### src/rtl/fetch_queue.sv
// fetch_queue: DEPTH-entry FIFO between ifetch and id, with optional bypass.
// Ports: enq_* from fetch, deq_* to decode, flush_i, count_o/full_o/empty_o.
module fetch_queue #(
  parameter int DEPTH  = 4,
  parameter int PC_W   = 64,
  parameter int INST_W = 32,
  parameter bit BYPASS = 1'b0
) (
  input  logic                     clock,
  input  logic                     reset,
  input  logic                     enq_valid_i,
  input  logic [PC_W-1:0]          enq_pc_i,
  input  logic [INST_W-1:0]        enq_inst_i,
  output logic                     enq_ready_o,
  output logic                     deq_valid_o,
  output logic [PC_W-1:0]          deq_pc_o,
  output logic [INST_W-1:0]        deq_inst_o,
  input  logic                     deq_ready_i,
  input  logic                     flush_i,
  output logic [$clog2(DEPTH):0]   count_o,
  output logic                     full_o,
  output logic                     empty_o
);

  localparam int AW = $clog2(DEPTH);
  localparam int CW = AW + 1;

  logic [PC_W-1:0]   pc_mem   [DEPTH];
  logic [INST_W-1:0] inst_mem [DEPTH];

  logic [AW-1:0] rd_ptr;
  logic [AW-1:0] wr_ptr;
  logic [CW-1:0] count;

  logic enq_fire;
  logic deq_fire;
  logic do_push;
  logic do_pop;
  logic pass_thru;

  assign count_o     = count;
  assign full_o      = (count == CW'(DEPTH));
  assign empty_o     = (count == '0);
  assign enq_ready_o = !full_o;

  // Bypass presents the incoming word while empty; flush suppresses it.
  always_comb begin
    pass_thru   = 1'b0;
    deq_valid_o = !empty_o;
    if (BYPASS) begin
      pass_thru   = empty_o && enq_valid_i && !flush_i;
      deq_valid_o = !flush_i && (!empty_o || enq_valid_i);
    end
  end

  always_comb begin
    deq_pc_o   = '0;
    deq_inst_o = '0;
    if (deq_valid_o) begin
      if (pass_thru) begin
        deq_pc_o   = enq_pc_i;
        deq_inst_o = enq_inst_i;
      end else begin
        deq_pc_o   = pc_mem[rd_ptr];
        deq_inst_o = inst_mem[rd_ptr];
      end
    end
  end

  assign enq_fire = enq_valid_i && enq_ready_o;
  assign deq_fire = deq_valid_o && deq_ready_i;
  // A bypassed word consumed this cycle never touches storage.
  assign do_push  = enq_fire && !(pass_thru && deq_ready_i);
  assign do_pop   = deq_fire && !empty_o;

  always_ff @(posedge clock) begin
    if (!reset) begin
      rd_ptr <= '0;
      wr_ptr <= '0;
      count  <= '0;
    end else if (flush_i) begin
      rd_ptr <= '0;
      wr_ptr <= '0;
      count  <= '0;
    end else begin
      if (do_push) begin
        wr_ptr <= wr_ptr + AW'(1);
      end
      if (do_pop) begin
        rd_ptr <= rd_ptr + AW'(1);
      end
      unique case ({do_push, do_pop})
        2'b10:   count <= count + CW'(1);
        2'b01:   count <= count - CW'(1);
        default: count <= count;
      endcase
    end
  end

  always_ff @(posedge clock) begin
    if (reset && !flush_i && do_push) begin
      pc_mem[wr_ptr]   <= enq_pc_i;
      inst_mem[wr_ptr] <= enq_inst_i;
    end
  end

endmodule

### config.mk
export PLATFORM = sky130hd
export DESIGN_NAME = fetch_queue
export DESIGN_NICKNAME = d
export VERILOG_FILES = /design/src/rtl/fetch_queue.sv
export SDC_FILE = /design/constraint.sdc
export NUM_CORES = 1
export LEC_CHECK = 0
export CAP_MARGIN = 20
export CORE_ASPECT_RATIO = 0.6
export CORE_MARGIN = 2
export CORE_UTILIZATION = 55
export CTS_CLUSTER_DIAMETER = 40
export DETAILED_ROUTE_END_ITERATION = 16
export PLACE_DENSITY_LB_ADDON = 0.12
export SYNTH_ARGS = -nofsm -noshare
export SYNTH_HDL_FRONTEND = slang
export SYNTH_SLANG_ARGS = --single-unit
### constraint.sdc
create_clock -name clock -period 4.6 [get_ports clock]
set_input_delay 0.92 -clock clock [delete_from_list [all_inputs] [get_ports clock]]
set_output_delay 0.92 -clock clock [all_outputs]
set_load 0.02 [all_outputs]
==> results of run 1 <==
[cell usage in the layout, fill, tap and decap left out, drive strengths merged, types with 2 or more instances in the layout]
| master | synthesis | routed |
|---|---|---|
| or3 | 3 | 3 |
| clkinvlp | 0 | 2 |
| clkbuf | 16 | 49 |
| clkinv | 0 | 14 |
| nand2 | 2 | 2 |
| nor2 | 3 | 3 |
| diode | 0 | 4 |
| clkdlybuf4s50 | 0 | 203 |
| inv | 8 | 10 |
| dfxtp | 9 | 9 |
| edfxtp | 384 | 384 |
| mux4 | 96 | 96 |
| and3 | 4 | 4 |
| and2 | 98 | 98 |
| xor2 | 2 | 2 |
| buf | 18 | 15 |
| bufinv | 0 | 2 |
| ha | 5 | 5 |
| o21ai | 4 | 4 |
| a21oi | 4 | 4 |
[routing by layer]
metal	share of wire [%]	global-route usage [%]	wire length (µm)
met1	43	29.37	12470
met2	49	34.54	14480
met3	6.6	5.283	1946
met4	1.5	4.642	438
met5	0	0	0
[report_power, final]
| group | internal, mW | switching [mW] | total (mW) |
|---|---|---|---|
| clock network | 1.75 | 1.26 | 3.01 |
| logic | 0.245 | 0.236 | 0.482 |
| registers | 3.97 | 0.0120 | 3.98 |
[sequential cells by signal (all words and copies together), names as in the netlist, named ones only]
signal    count
wr_ptr        2
pc_mem      256
count_o       3
inst_mem    128
rd_ptr        2
[through the flow]
step	cell area [µm²]	total power, mW
after floorplan	14970	4.264
after global placement	17480	4.520
after detailed placement	17500	4.539
after CTS	18720	7.554
after global routing	18720	7.722
final	18730	7.472
[final timing paths]
kind,startpoint,to,slack [ns],cells past startpoint
setup / recovery,flip-flop,deq_pc_o[36],0.81,4
hold / removal,rd_ptr[1],flip-flop,0.50,2
setup reg to reg,count_o[2],count_o[2],2.09,9
hold reg to reg,rd_ptr[1],flip-flop,0.50,2
[cell families after synthesis]
kind of cell	share of synthesized area [%]
flops	78.22
simple gates	4.789
mux	14.44
buf+inv	1.513
compound gates	0.3678
fa+ha+maj	0.5516
xor+xnor	0.1170
[layout make-up]
type / count / area, µm²
inverters: 8 / 30.03
flip-flops and latches: 393 / 11720
repair buffers: 218 / 2245
clock buffers: 49 / 1056
multi-input cells: 230 / 3055
fillers: 1634 / 7859
diodes: 4 / 10.01
well taps: 360 / 450.4
clock inverters: 20 / 166.4
[worst max-delay path: stages (launching register included)]
cell and delay [ns]:
dfxtp_4 0.86, buf_12 0.33, mux4_2 0.39, and2_1 0.21, clkdlybuf4s50_1 0.54
==> out/summary.txt, run 1 <==
part of the Yosys area used for sequential elements = 78.22%
number of hold buffers added after cts = 0
fraction of registers with async set/reset = 0%
period utilization = 82.37%
Crit. End Element = output pin
cell type with the largest total area after synthesis = edfxtp_1
maxcap violations = 0
detailed-routing iteration count for the pre-antenna-repair pass = 5
post-layout net count = 996
final antenna-violating net count = 0
DRC viols = 0
count of buffers inserted at the top-level ports = 203
post-route worst hold slack = 0.4970 ns
count leader, synth = edfxtp_1
WL per Instance = 22.88 µm
clock-pin slew on the worst setup and hold paths = 0.06 ns
number of flip-flops and latches in the synthesized netlist = 393
CTS sink count = 393
row count = 46
Synth area leaders = edfxtp_1 (77%), mux4_2 (14%), and2_1 (4.1%)
vias per std cell = 5.635
Clock Latency Late Sink = 0.53 ns
maximum number of pins on one net before global-route repair = 54
Yosys cell types = 26
transition at the pin with the smallest max-transition slack = 0.7684 ns
placeable core region = 0.02659 mm²
number of synthesized flops with an enable pin = 384
overall fraction of global-route tracks in use = 21.13%
Total Routed Length = 29340 µm
RSZ-0062 raised after global routing = false
average size of a mapped cell = 22.51 µm²
CP Launch Type = flip-flop
width of the chip = 217 µm
DP HPWL = 17930 µm
Worst Path Arrival = 2.87 ns
final-report setup violation count = 0
max-slew violation count = 0
Synth Flop Type = edfxtp_1
post-layout utilization of the core = 70.45%
gr ovfl total = 0
top achievable clock speed = 0.2639 GHz
worst slew slack as a fraction of its limit = 48.78%
Min-Delay Path Class = flip-flop to flip-flop
starting utilization of the core area = 56.31%
Synthesis Warnings = 0
leakage component of the power = 5.883 nW
Cells after DPL = 1209
CTS tree = done
area share of the largest cell type after synthesis = 77.02%
setup ws final = 0.8111 ns
final critical path time including I/O delays and setup = 3.789 ns
number of H-tree branching levels = 2
Final Hold Fails = 0
critical path data required time = 3.68 ns
Post-CTS Setup Repair Bufs = 0
final instance count without filler cells = 1282
die outline area = 0.02860 mm²
antenna violations before repair = 2
clk_skew = 0.01428 ns
num ports = 204
number of cells produced by synthesis = 665
first-iteration detailed-routing DRC count = 506
Resized cells post-CTS = 0
GPL Wtd Cong = 0.7190
DR vias = 7224
Area growth, synth to finish = 25.11%
combined area of all synthesized cells = 0.01497 mm²
Setup Crit Path Kind = flip-flop to output pin
deepest clock path buffer count = 3
share of layout cells above drive strength 1 = 18.95%
wire length of the first global-routing pass = 45590 µm
most numerous cell types in the synthesized netlist = edfxtp_1 (384), and2_1 (98), mux4_2 (96)
number of buffers created by CTS = 38
largest fanout on the critical path = 47
power per unit of standard cell area = 398.9 mW/mm²
Place WS = 1.254 ns
worst voltage drop across the vdd grid = 0.0003488 V
run status = finished, final reports clean
Root Buffer Master = clkbuf_16
setup tns final = 0 ns
vias in the first global route = 7847
floorplan die height = 131.8 µm
Syn Nets = 772
Note: power is estimated with default switching activity, not from simulation.
==> run 2: changes to the inputs <==
clock period = 3.9 ns   (was 4.6 ns; I/O delays follow)
==> out/summary.txt, run 2 (synthesis results as in run 1) <==
final antenna-violating net count = 0
final-report setup violation count = 0
overall fraction of global-route tracks in use = 20.77%
power per unit of standard cell area = 475.9 mW/mm²
post-layout net count = 997
row count = 46
RSZ-0062 raised after global routing = false
maximum number of pins on one net before global-route repair = 49
Worst Path Arrival = 2.78 ns
vias in the first global route = 7599
count of filler cells inserted in the layout = 1597
share of layout cells above drive strength 1 = 19.24%
die outline area = 0.02860 mm²
worst slew slack as a fraction of its limit = 60.43%
run status = finished, final reports clean
antenna violations before repair = 5
flip-flop and latch area = 0.01172 mm²
Clock Latency Late Sink = 0.53 ns
final instance count without filler cells = 1284
maxcap violations = 0
vias per std cell = 5.510
Cells after DPL = 1209
Place WS = 0.7250 ns
placeable core region = 0.02659 mm²
max-slew violation count = 0
DP HPWL = 17520 µm
starting utilization of the core area = 56.31%
CP Launch Type = flip-flop
DR vias = 7075
detailed-routing iteration count for the pre-antenna-repair pass = 5
final critical path time including I/O delays and setup = 3.557 ns
floorplan die height = 131.8 µm
critical path data required time = 3.12 ns
largest fanout on the critical path = 25
top achievable clock speed = 0.2811 GHz
Setup Crit Path Kind = flip-flop to output pin
number of hold buffers added after cts = 0
Final Hold Fails = 0
CTS sink count = 393
gr ovfl total = 0
Crit. End Element = output pin
DRC viols = 0
GPL Wtd Cong = 0.7371
fin area = 0.01886 mm²
width of the chip = 217 µm
Placed Instance Area = 0.01756 mm²
deepest clock path buffer count = 3
register with the most flip-flops = pc_mem
transition at the pin with the smallest max-transition slack = 0.5935 ns
Root Buffer Master = clkbuf_16
Min-Delay Path Class = flip-flop to flip-flop
area occupied by multi-input gates = 0.003059 mm²
period utilization = 91.20%
WL per Instance = 22.41 µm
most common library cell in the layout ignoring fill and taps = edfxtp_1
flip-flop count of the largest register after layout = 256
setup ws final = 0.3431 ns
wire length of the first global-routing pass = 44600 µm
num ports = 204
setup tns final = 0 ns
number of buffers created by CTS = 39
Total Routed Length = 28780 µm
Area growth, synth to finish = 25.98%
leakage component of the power = 5.923 nW
first-iteration detailed-routing DRC count = 555
most used cells in the layout excluding fill and tap cells = edfxtp_1 (384), clkdlybuf4s50_1 (203), and2_1 (98)
count of buffers inserted at the top-level ports = 203
number of H-tree branching levels = 2
worst voltage drop across the vdd grid = 0.0003168 V
CTS tree = done
clock-pin slew on the worst setup and hold paths = 0.06 ns
clk_skew = 0.01713 ns
==> run 2: layer usage <==
layer / GRT usage, % / wire length [µm]
met4: 5.251 / 459
met3: 4.913 / 1652
met1: 28.71 / 12490
met2: 34.04 / 14160
met5: 0 / 18
==> run 2: final timing paths <==
kind | startpoint | to | slack, ns | cells past startpoint
max | flip-flop | deq_pc_o[53] | 0.34 | 4
min | rd_ptr[0] | rd_ptr[0] | 0.52 | 2
max reg2reg | count_o[2] | count_o[2] | 1.40 | 9
min reg2reg | rd_ptr[0] | rd_ptr[0] | 0.52 | 2
==> run 2: layout make-up <==
class,count,area share (%)
clock inverters,26,1.300
inverters,8,0.1592
well taps,360,2.388
diodes,4,0.05307
clock buffers,45,5.519
repair buffers,218,12.23
multi-input cells,230,16.22
flip-flops and latches,393,62.13
==> run 2: power by group <==
part	total, mW	switching, mW	leakage [nW]	internal [mW]
Combinational	0.560	0.271	1.75	0.290
Sequential	4.69	0.0141	3.54	4.68
Clock	3.72	1.53	0.626	2.19
Total	8.98	1.82	5.92	7.16
==> run 2: worst max-delay path, stage by stage (launching register included) <==
cell             delay (ns)
dfxtp_4                0.60
buf_12                 0.30
mux4_2                 0.59
and2_1                 0.18
clkdlybuf4s50_1        0.53
==> run 2: stage by stage <==
step	utilization (%)	power [mW]	hold WS (ns)
after floorplan	-	5.027	0.4591
after global placement	66.05	5.326	0.4725
after detailed placement	66.05	5.346	0.4975
after CTS	70.88	9.068	0.5081
after global routing	70.90	9.264	0.5328
final	70.93	8.977	0.5152
==> run 2: repair_timing <==
| action | CTS | global route |
|---|---|---|
| setup endpoints to repair | 0 | 1 |
| resized for setup | 0 | 1 |
| buffers inserted | 0 | 0 |
==> run 3: changes to the inputs <==
CELL_PAD_IN_SITES_DETAIL_PLACEMENT = 1   (was unset)
CELL_PAD_IN_SITES_GLOBAL_PLACEMENT = 1   (was unset)
CORE_UTILIZATION = 48   (was 55)
==> out/summary.txt, run 3 (synthesis results as in run 1) <==
run status = finished, final reports clean
worst slew slack as a fraction of its limit = 61.59%
flip-flop count of the largest register after layout = 256
Sequential Power Share = 50.4%
placeable core region = 0.03097 mm²
count of buffers inserted at the top-level ports = 203
gr ovfl total = 0
wire length of the first global-routing pass = 50980 µm
share of layout cells above drive strength 1 = 20.49%
die outline area = 0.03267 mm²
Area growth, synth to finish = 27.28%
Placed Instance Area = 0.01763 mm²
number of buffers created by CTS = 42
GPL Wtd Cong = 0.7223
width of the chip = 232.0 µm
first-iteration detailed-routing DRC count = 555
starting utilization of the core area = 48.35%
post-layout net count = 1005
DP HPWL = 20470 µm
Post-CTS Setup Repair Bufs = 0
clock-pin slew on the worst setup and hold paths = 0.06 ns
final antenna-violating net count = 0
Place WS = 0.8618 ns
switching power summed over all nets = 1.953 mW
critical path data required time = 3.12 ns
clk_skew = 0.01383 ns
largest fanout on the critical path = 30
number of H-tree branching levels = 2
final critical path time including I/O delays and setup = 3.518 ns
CTS tree = done
CP Launch Type = flip-flop
Clock Latency Late Sink = 0.55 ns
transition at the pin with the smallest max-transition slack = 0.5762 ns
share of total power consumed by net switching = 20.99%
setup ws final = 0.3822 ns
register with the most flip-flops = pc_mem
maximum number of pins on one net before global-route repair = 56
Final Hold Fails = 0
detailed-routing iteration count for the pre-antenna-repair pass = 4
routed length on met3 = 1505 µm
fin area = 0.01906 mm²
maxcap violations = 0
max-slew violation count = 0
RSZ-0062 raised after global routing = false
final-report setup violation count = 0
Root Buffer Master = clkbuf_16
vias in the first global route = 8151
DR vias = 7273
deepest clock path buffer count = 3
period utilization = 90.20%
leakage component of the power = 5.989 nW
Setup Crit Path Kind = flip-flop to output pin
clock network fraction of total power = 43.3%
Min-Delay Path Class = flip-flop to flip-flop
WL per Instance = 24.73 µm
DR WL met2 = 16320 µm
most common library cell in the layout ignoring fill and taps = edfxtp_1
internal power = 7.354 mW
num ports = 204
most used cells in the layout excluding fill and tap cells = edfxtp_1 (384), clkdlybuf4s50_1 (203), and2_1 (98)
worst voltage drop across the vdd grid = 0.0002888 V
Total Routed Length = 33360 µm
Power Total = 9.307 mW
row count = 50
Resized cells post-CTS = 0
Worst Path Arrival = 2.74 ns
vias per std cell = 5.391
overall fraction of global-route tracks in use = 21.12%
number of hold buffers added after cts = 0
antenna violations before repair = 2
setup tns final = 0 ns
Comb pwr share = 6.2%
Crit. End Element = output pin
top achievable clock speed = 0.2843 GHz
CTS sink count = 393
DRC viols = 0
top layer used by detailed routing = met5
floorplan die height = 140.8 µm
power per unit of standard cell area = 488.4 mW/mm²
DRT met1 WL = 14990 µm
-- run 3: cell count changes in the layout (fill, tap and decap cells not counted), sizes merged --
cell      change
buf           +5
diode         -3
clkinvlp      +5
clkbuf        +5
inv           +1
clkinv        -4
-- run 3: final timing paths --
kind / start / end / slack [ns] / cells past startpoint
setup / recovery: flip-flop / deq_inst_o[20] / 0.38 / 4
hold / removal: rd_ptr[1] / flip-flop / 0.50 / 2
setup reg to reg: count_o[0] / count_o[2] / 1.23 / 9
hold reg to reg: rd_ptr[1] / flip-flop / 0.50 / 2
-- run 3: final cells by class --
cell class / count / area (µm²)
inverters: 8 / 30.03
diodes: 1 / 2.502
clock buffers: 50 / 1145
fillers: 2586 / 11910
flip-flops and latches: 393 / 11720
well taps: 416 / 520.5
multi-input cells: 230 / 3055
clock inverters: 28 / 276.5
repair buffers: 223 / 2307
-- run 3: power by group through the flow --
stage	registers, mW	clock network, mW	logic (mW)
after global routing	4.69	4.28	0.617
after CTS	4.69	4.13	0.588
after detailed placement	4.78	0	0.582
final	4.69	4.03	0.579
after floorplan	4.78	0	0.245
after global placement	4.78	0	0.566
-- run 3: critical path, cell delays in order (launching register included) --
cell	delay (ns)
dfxtp_4	0.56
buf_12	0.31
mux4_2	0.53
and2_1	0.18
clkdlybuf4s50_1	0.56
-- run 3: stage by stage --
step / std cells / hold WS [ns] / utilization, %
detailed placement: 1270 / 0.4827 / 56.94
global placement: 1270 / 0.4638 / 56.94
finish: 1349 / 0.4961 / 61.54
floorplan: 665 / 0.4591 / -
global route: 1348 / 0.5271 / 61.53
CTS: 1348 / 0.4960 / 61.53
-- run 3: routing by layer --
layer	global-route usage, %	up-vias
li1	-	3185
met2	34.20	160
met3	4.389	48
met4	5.128	2
met5	0	-
met1	29.80	3878
